## config.mk

```make
export PLATFORM = sky130hd
export DESIGN_NAME = fp_wb_arbiter
export DESIGN_NICKNAME = d
export VERILOG_FILES = /design/src/rtl/fp_wb_arbiter.sv
export SDC_FILE = /design/constraint.sdc
export NUM_CORES = 1
export LEC_CHECK = 0
export BUFFER_PORTS_ARGS = -buffer_cell sky130_fd_sc_hd__clkbuf_2
export CORE_AREA = 3 3 165 167
export CTS_BUF_LIST = sky130_fd_sc_hd__clkbuf_4 sky130_fd_sc_hd__clkbuf_8
export CTS_CLUSTER_SIZE = 10
export DETAILED_ROUTE_END_ITERATION = 12
export DIE_AREA = 0 0 168 170
export SLEW_MARGIN = 25
export SYNTH_ARGS = -nofsm -noshare
export SYNTH_HDL_FRONTEND = slang
export SYNTH_SLANG_ARGS = --single-unit
```

## constraint.sdc

```tcl
create_clock -name clk -period 4.8 [get_ports clk]
set_clock_uncertainty 0.2 [all_clocks]
set_input_delay 0.96 -clock clk [delete_from_list [all_inputs] [get_ports clk]]
set_output_delay 0.96 -clock clk [all_outputs]
set_load 0.05 [all_outputs]
```

## src/rtl/fp_wb_arbiter.sv

```systemverilog
// Round-robin, starvation-escalated arbiter from FPU writeback producers into one output register.
// Latency: ack in the request cycle, out_valid on the next edge; backpressure: no acks while the held result is not taken.
module fp_wb_arbiter #(
   parameter int NUM_UNITS    = 4,
   parameter int PAYLOAD_W    = 80,
   parameter int ID_W         = 3,
   parameter int STARVE_LIMIT = 8
) (
   input  logic                           clk,
   input  logic                           rst,
   input  logic [NUM_UNITS-1:0]           req_done,
   input  logic [NUM_UNITS*ID_W-1:0]      req_id,
   input  logic [NUM_UNITS*PAYLOAD_W-1:0] req_payload,
   output logic [NUM_UNITS-1:0]           req_ack,
   output logic                           out_valid,
   output logic [ID_W-1:0]                out_id,
   output logic [PAYLOAD_W-1:0]           out_payload,
   output logic [$clog2(NUM_UNITS)-1:0]   out_src,
   input  logic                           out_ready,
   output logic                           starve_active
);

   localparam int SRC_W = $clog2(NUM_UNITS);
   localparam int CNT_W = $clog2(STARVE_LIMIT + 1);
   localparam logic [CNT_W-1:0] LIMIT = CNT_W'(STARVE_LIMIT);

   typedef struct packed {
      logic [ID_W-1:0]      id;
      logic [PAYLOAD_W-1:0] payload;
      logic [SRC_W-1:0]     src;
   } hold_t;

   hold_t            hold_q;
   logic [SRC_W-1:0] rr_ptr;
   logic [CNT_W-1:0] wait_cnt [NUM_UNITS];

   logic                 load;
   logic                 starve_hit;
   logic [SRC_W-1:0]     starve_idx;
   logic [SRC_W-1:0]     rr_idx;
   logic [SRC_W-1:0]     grant;
   logic [ID_W-1:0]      sel_id;
   logic [PAYLOAD_W-1:0] sel_payload;

   // base <= NUM_UNITS-1 and k <= NUM_UNITS, so one subtraction always wraps
   function automatic logic [SRC_W-1:0] wrap_idx(input logic [SRC_W-1:0] base, input int k);
      int s;
      s = int'(base) + k;
      if (s >= NUM_UNITS) s = s - NUM_UNITS;
      return SRC_W'(s);
   endfunction

   always_comb begin
      starve_hit = 1'b0;
      starve_idx = '0;
      for (int i = NUM_UNITS - 1; i >= 0; i--) begin
         if (req_done[i] && (wait_cnt[i] == LIMIT)) begin
            starve_hit = 1'b1;
            starve_idx = SRC_W'(i);
         end
      end

      // descending scan so the candidate nearest rr_ptr+1 is written last
      rr_idx = '0;
      for (int k = NUM_UNITS; k >= 1; k--) begin
         if (req_done[wrap_idx(rr_ptr, k)]) rr_idx = wrap_idx(rr_ptr, k);
      end

      grant = starve_hit ? starve_idx : rr_idx;
      load  = (~out_valid | out_ready) & (|req_done);

      req_ack = '0;
      if (load && rst) req_ack[grant] = 1'b1;
      starve_active = starve_hit & load & rst;

      sel_id      = '0;
      sel_payload = '0;
      for (int i = 0; i < NUM_UNITS; i++) begin
         if (SRC_W'(i) == grant) begin
            sel_id      = req_id[i*ID_W +: ID_W];
            sel_payload = req_payload[i*PAYLOAD_W +: PAYLOAD_W];
         end
      end
   end

   always_ff @(posedge clk or negedge rst) begin
      if (!rst) begin
         out_valid <= 1'b0;
         hold_q    <= '0;
         rr_ptr    <= SRC_W'(NUM_UNITS - 1);
      end else if (load) begin
         out_valid <= 1'b1;
         hold_q    <= '{id: sel_id, payload: sel_payload, src: grant};
         rr_ptr    <= grant;
      end else if (out_ready) begin
         out_valid <= 1'b0;
      end
   end

   always_ff @(posedge clk or negedge rst) begin
      if (!rst) begin
         for (int i = 0; i < NUM_UNITS; i++) wait_cnt[i] <= '0;
      end else begin
         for (int i = 0; i < NUM_UNITS; i++) begin
            if (!req_done[i] || req_ack[i]) wait_cnt[i] <= '0;
            else if (wait_cnt[i] != LIMIT) wait_cnt[i] <= wait_cnt[i] + 1'b1;
         end
      end
   end

   assign out_id      = hold_q.id;
   assign out_payload = hold_q.payload;
   assign out_src     = hold_q.src;

endmodule

```

### Word level (Yosys, flattened, before mapping)

Cells that the tools add are included.

* input bits: 339
* register bits after elaboration: 104
* logic and storage cells: 114
* output and inout bits: 91

* multiplexer cells: 46
* eq/ne operators: 11
* reduce and logical (&&, ||, !) cells: 21
* bitwise logic cells: 5
* order comparisons: 10
* add/sub/neg operators: 12

Operator list (count)
* 80-bit 2-to-1 mux: 4
* 4-bit 2-to-1 mux: 9
* 2-bit 2-to-1 mux: 13
* 4-bit by 1-bit adder with 4-bit output, second input constant: 4
* 4-bit == test, second input constant: 4
* 4-bit inequality test, second input constant: 4
* 2-bit by 3-bit < comparator with 1-bit output, second input constant: 5
* 3-bit 2-to-1 mux: 4
* 1-bit 2-to-1 mux: 11
* 2-bit nonzero test: 5
* 3-bit greater-or-equal comparator, second input constant: 3
* 1-bit binary-select mux with 2-bit select: 4
* 2-bit by 1-bit subtractor with 2-bit output, second input constant: 4
* 2-bit by 2-bit adder with 3-bit output, second input constant: 2
* 1-bit logical AND: 6
* 2-bit by 3-bit adder with 4-bit output, second input constant: 1
* 2-bit == test, first input constant: 2
* 4-bit by 3-bit greater-or-equal comparator with 1-bit output, second input constant: 1
* 1-bit logical NOT: 4
* 1-bit logical OR: 4
* 4-bit OR reduction: 1
* 2-bit by 1-bit adder with 3-bit output, second input constant: 1
* 1-bit AND: 3
* 1-bit demux with 2-bit select: 1
* 5 further kinds: 5

### Longest topological paths before layout

* depth after elaboration: 17
* depth in mapped cells: 11
* mapped depth without buffers: 8

### Worst setup path before layout

OpenSTA, ideal clock, no wires.

* path type: input port to output port
* start: in req_done[3]
* end: out req_ack[0]
* path slack: 0.934 ns
* arrival: 2.706 ns
* required time: 3.640 ns
* cell stages on the path: 7
* path buffers: 2
* cell sequence: mux2_2 -> a211oi_1 -> o211ai_1 -> and3_1 -> buf_2 -> clkbuf_1 -> nor2_1

* cells in the longest elaborated chain, start to end: 12
* elaborated cells on any way between the ends: 31
* classes of those cells: 2 x order compare; 24 x mux; 1 x bitwise; 4 x reduce/logical

Ends and longest elaborated chain
* start, declared: RTL line 11 `input logic [NUM_UNITS-1:0] req_done,`
* 1-bit binary-select mux with 2-bit select: RTL line 66 `if (req_done[wrap_idx(rr_ptr, k)]) rr_idx = wrap_idx(rr_ptr, k);`
* 1-bit 2-to-1 mux (implied by the code): RTL line 66
* 2-bit 2-to-1 mux (4 in series): RTL line 66
* 2-bit 2-to-1 mux: RTL line 69 `grant = starve_hit ? starve_idx : rr_idx;`
* 2-bit by 3-bit < comparator with 1-bit output (implied by the code) or 2-bit by 1-bit greater-or-equal comparator with 1-bit output (tied branches): RTL line 73 `if (load && rst) req_ack[grant] = 1'b1;`
* 1-bit logical AND (implied by the code): RTL line 73
* 1-bit 2-to-1 mux (implied by the code): RTL line 73
* 1-bit demux with 2-bit select: RTL line 73
* 4-bit 2-to-1 mux (*): RTL line 73
* end, declared: RTL line 14 `output logic [NUM_UNITS-1:0] req_ack,`

Every way passes the cells marked *; elsewhere a longest branch is shown, timed or not. The select of a mux whose other input is x is not followed.

### Worst setup path in the final report

Ends and elaborated chain as after synthesis.

==> flow_metrics.py <==
metrics = {
    "sta": {
        "setup-violations-final": 0,
        "rsz0062_at_grt": "no",
        "worst_slew_pin_slew_ps": 1070,
        "post-route-period-util_pct": 80.7,
        "final.min_clock_period_ps": 3880,
        "fin_tns_setup_ps": 0,
        "drv_slew": 0,
        "relSlewSlack_pct": 28.4,
        "finalHoldViolations": 0,
        "clock.fmax_mhz": 258,
    },
    "clocking": {
        "post_cts_buffers": 0,
        "numCtsBuffers": 9,
        "cts_root_buffer": "clkbuf_8",
        "cts_buffer_depth": 2,
        "hold_buffers": 0,
        "clock_sinks": 104,
        "cts_tree": "done",
        "clkTransAtPathRegs_ps": 120,
        "cts_resized": 0,
        "h-tree-depth": 3,
        "worstSkewPairLatency_ps": 380,
    },
    "yosys": {
        "synth_cell_types": 36,
        "synthesis.instances": 639,
        "postSynthAreaPerCell_um2": 9.87,
        "syn_area_um2": 6300,
        "synth_top_area_share_pct": 40.5,
        "synth.area.top_cells": "dfrtp_1, mux2_2, o32ai_1, o22ai_1, a21oi_1",
        "yosysWarnings": 0,
        "synth-seq-cells": 104,
        "yosysTopAreaCell": "dfrtp_1",
        "synth_nets": 986,
        "yosysSeqAreaShare_pct": 41.3,
    },
    "setup_path": {
        "endpoint_kind": "output port",
        "crit_top_cell": "clkbuf_2",
        "cp_cell_sequence": "clkbuf_2 > nor2b_1 > o21ai_0 > o211ai_1 > and3_4 > nor2_1 > clkbuf_2",
        "crit_path_top_delay_cell": "and3_4",
        "path_class": "in -> out",
        "arrival_ps": 2720,
        "required_ps": 3640,
        "path_max_fanout": 51,
        "r2r_cells": 9,
        "critPathMaxStageDelay_ps": 640,
        "startpoint_type": "primary input",
    },
    "die": {
        "fp-row-count": 59,
        "die_y_um": 170,
        "core-area_um2": 25900,
        "die_width_um": 168,
        "dieArea_um2": 28600,
        "pin_count": 430,
        "start_util_pct": 24.3,
    },
    "global_routing": {
        "grt-ovfl-total": 0,
        "antenna_found_initial": 3,
        "grt_max_degree": 78,
        "grt_pass1_vias": 6899,
        "grt_pass1_wl_mm": 37.9,
        "grt_usage_pct": 16.6,
    },
    "flow_run": {
        "cap_violations": 0,
    },
    "placed_design": {
        "portBuffers": 429,
        "gp_congestion": 0.769,
        "dpl_cell_area_um2": 8720,
        "hpwl_mm": 19.2,
    },
    "finish": {
        "drive_gt1_share_pct": 51.0,
        "design_area_um2": 8930,
        "final_common_cell": "clkbuf_2",
        "fin_nets": 1375,
        "most-common-layout-cells": "clkbuf_2, dfrtp_1, o22ai_1",
        "fill_cells": 2702,
        "areaGrowthSynthToFinish_pct": 41.6,
    },
    "worst_hold_path": {
        "hold_class": "in -> async",
    },
    "power": {
        "power.density_nw_per_um2": 558,
        "power_leakage_nw": 4.34,
        "ir_drop_v": 0.000325,
        "finalPower_w": 0.00498,
    },
    "run_status": {
        "outcome": "complete, no violations",
    },
    "detailed_routing": {
        "vias_per_cell": 4.97,
        "drcViolationCount": 0,
        "vias": 6807,
        "wire_per_inst_um": 18.4,
        "wirelength_mm": 25.2,
        "drtPass1Iterations": 4,
        "drt_iter0_drc": 312,
        "ant_nets": 0,
    },
}
==> layout make-up <==
| class | count | area [um2] | share of cell area, % |
|---|---|---|---|
| Inverter | 32 | 120 | 1.35 |
| Sequential cell | 104 | 2610 | 29.2 |
| Antenna cell | 2 | 5.00 | 0.0561 |
| Clock inverter | 7 | 76.3 | 0.855 |
| Timing Repair Buffer | 439 | 2240 | 25.1 |
| Clock buffer | 9 | 124 | 1.39 |
| Multi-Input combinational cell | 442 | 3340 | 37.4 |
| Tap cell | 335 | 419 | 4.70 |
==> state kept, by name, summed over array words and instances, names as in the netlist <==
register,flops
out_src,2
out_payload,80
out_id,3
rr_ptr,2
wait_cnt,16
out_valid,1
==> critical path, delay by kind of cell <==
kind / cells / cell delay (ps)
AOI/OAI and AO/OA: 2 / 420
buffers and inverters: 2 / 430
and+or+nand+nor: 3 / 890
==> metrics by stage <==
stage	hold slack [ps]	std cells	utilization [%]	setup slack [ps]
after floorplan	272	639	-	934
final	163	1370	34.5	925
after CTS	130	1368	34.4	881
after global placement	269	1352	33.7	934
after global routing	125	1370	34.5	688
after detailed placement	266	1352	33.7	901
==> logic make-up (layout without fill, tap and decap cells) <==
| logic type | after synthesis | count (layout) | share of synthesized area [%] |
|---|---|---|---|
| adder cells (fa/ha/maj) | 8 | 8 | 1.59 |
| AND/OR/NAND/NOR | 85 | 85 | 7.07 |
| other | 0 | 2 | 0 |
| XOR/XNOR | 8 | 8 | 1.11 |
| flip-flops | 104 | 104 | 41.3 |
| buffers and inverters | 93 | 487 | 6.41 |
| multiplexers | 85 | 85 | 14.7 |
| AO/OA/AOI/OAI | 256 | 256 | 27.8 |
==> path summary, 6_finish.rpt <==
check                             startpoint         endpoint  slack (ps)
worst max-delay path             req_done[3]       req_ack[0]         920
min in group clk                  out_src[1]       out_src[1]         290
worst max register to register  wait_cnt[12]  out_payload[53]        1640
worst min-delay path                     rst     wait_cnt[11]         160
max in group asynchronous                rst  out_payload[44]        2660
worst min register to register    out_src[1]       out_src[1]         290
==> layer usage <==
layer | routed length [um] | vias to the layer above | part of all wire [%] | GRT usage [%]
met4 | 475 | 2 | 1.9 | 4.70
met3 | 1900 | 34 | 7.5 | 4.39
met2 | 12400 | 295 | 49 | 28.3
met5 | 13 | - | 0.052 | 0
li1 | - | 3254 | - | -
met1 | 10400 | 3222 | 41 | 20.7
==> Yosys cell counts <==
cell type  instances
dfrtp_1          102
o22ai_1           83
a21oi_1           71
mux2_2            63
o32ai_1           61
clkbuf_1          33
inv_1             32
a221o_1           22
and2_1            22
mux2i_1           22
nand2_1           21
buf_2             20
nor2_1            19
o21ai_0            9
buf_4              8
ha_1               8
nand3_1            6
nand2b_1           4
nand3b_1           4
xnor2_1            4
xor2_1             4
o21ai_1            3
a21o_1             2
and4b_1            2
dfstp_2            2
nand4b_1           2
a211oi_1           1
a31oi_2            1
and3_1             1
nor2b_1            1
nor3b_1            1
nor4_1             1
o211ai_1           1
o221ai_1           1
o311a_1            1
or3b_1             1
==> where the power goes <==
part | leakage, nW | switching, W | total, W | internal [W]
combinational | 3.04 | 0.00208 | 0.00299 | 0.000911
clock | 0.0967 | 0.000346 | 0.000593 | 0.000247
sequential | 1.21 | 0.000201 | 0.00140 | 0.00119
total | 4.34 | 0.00263 | 0.00498 | 0.00235
Power figures use the tool's default switching activity.
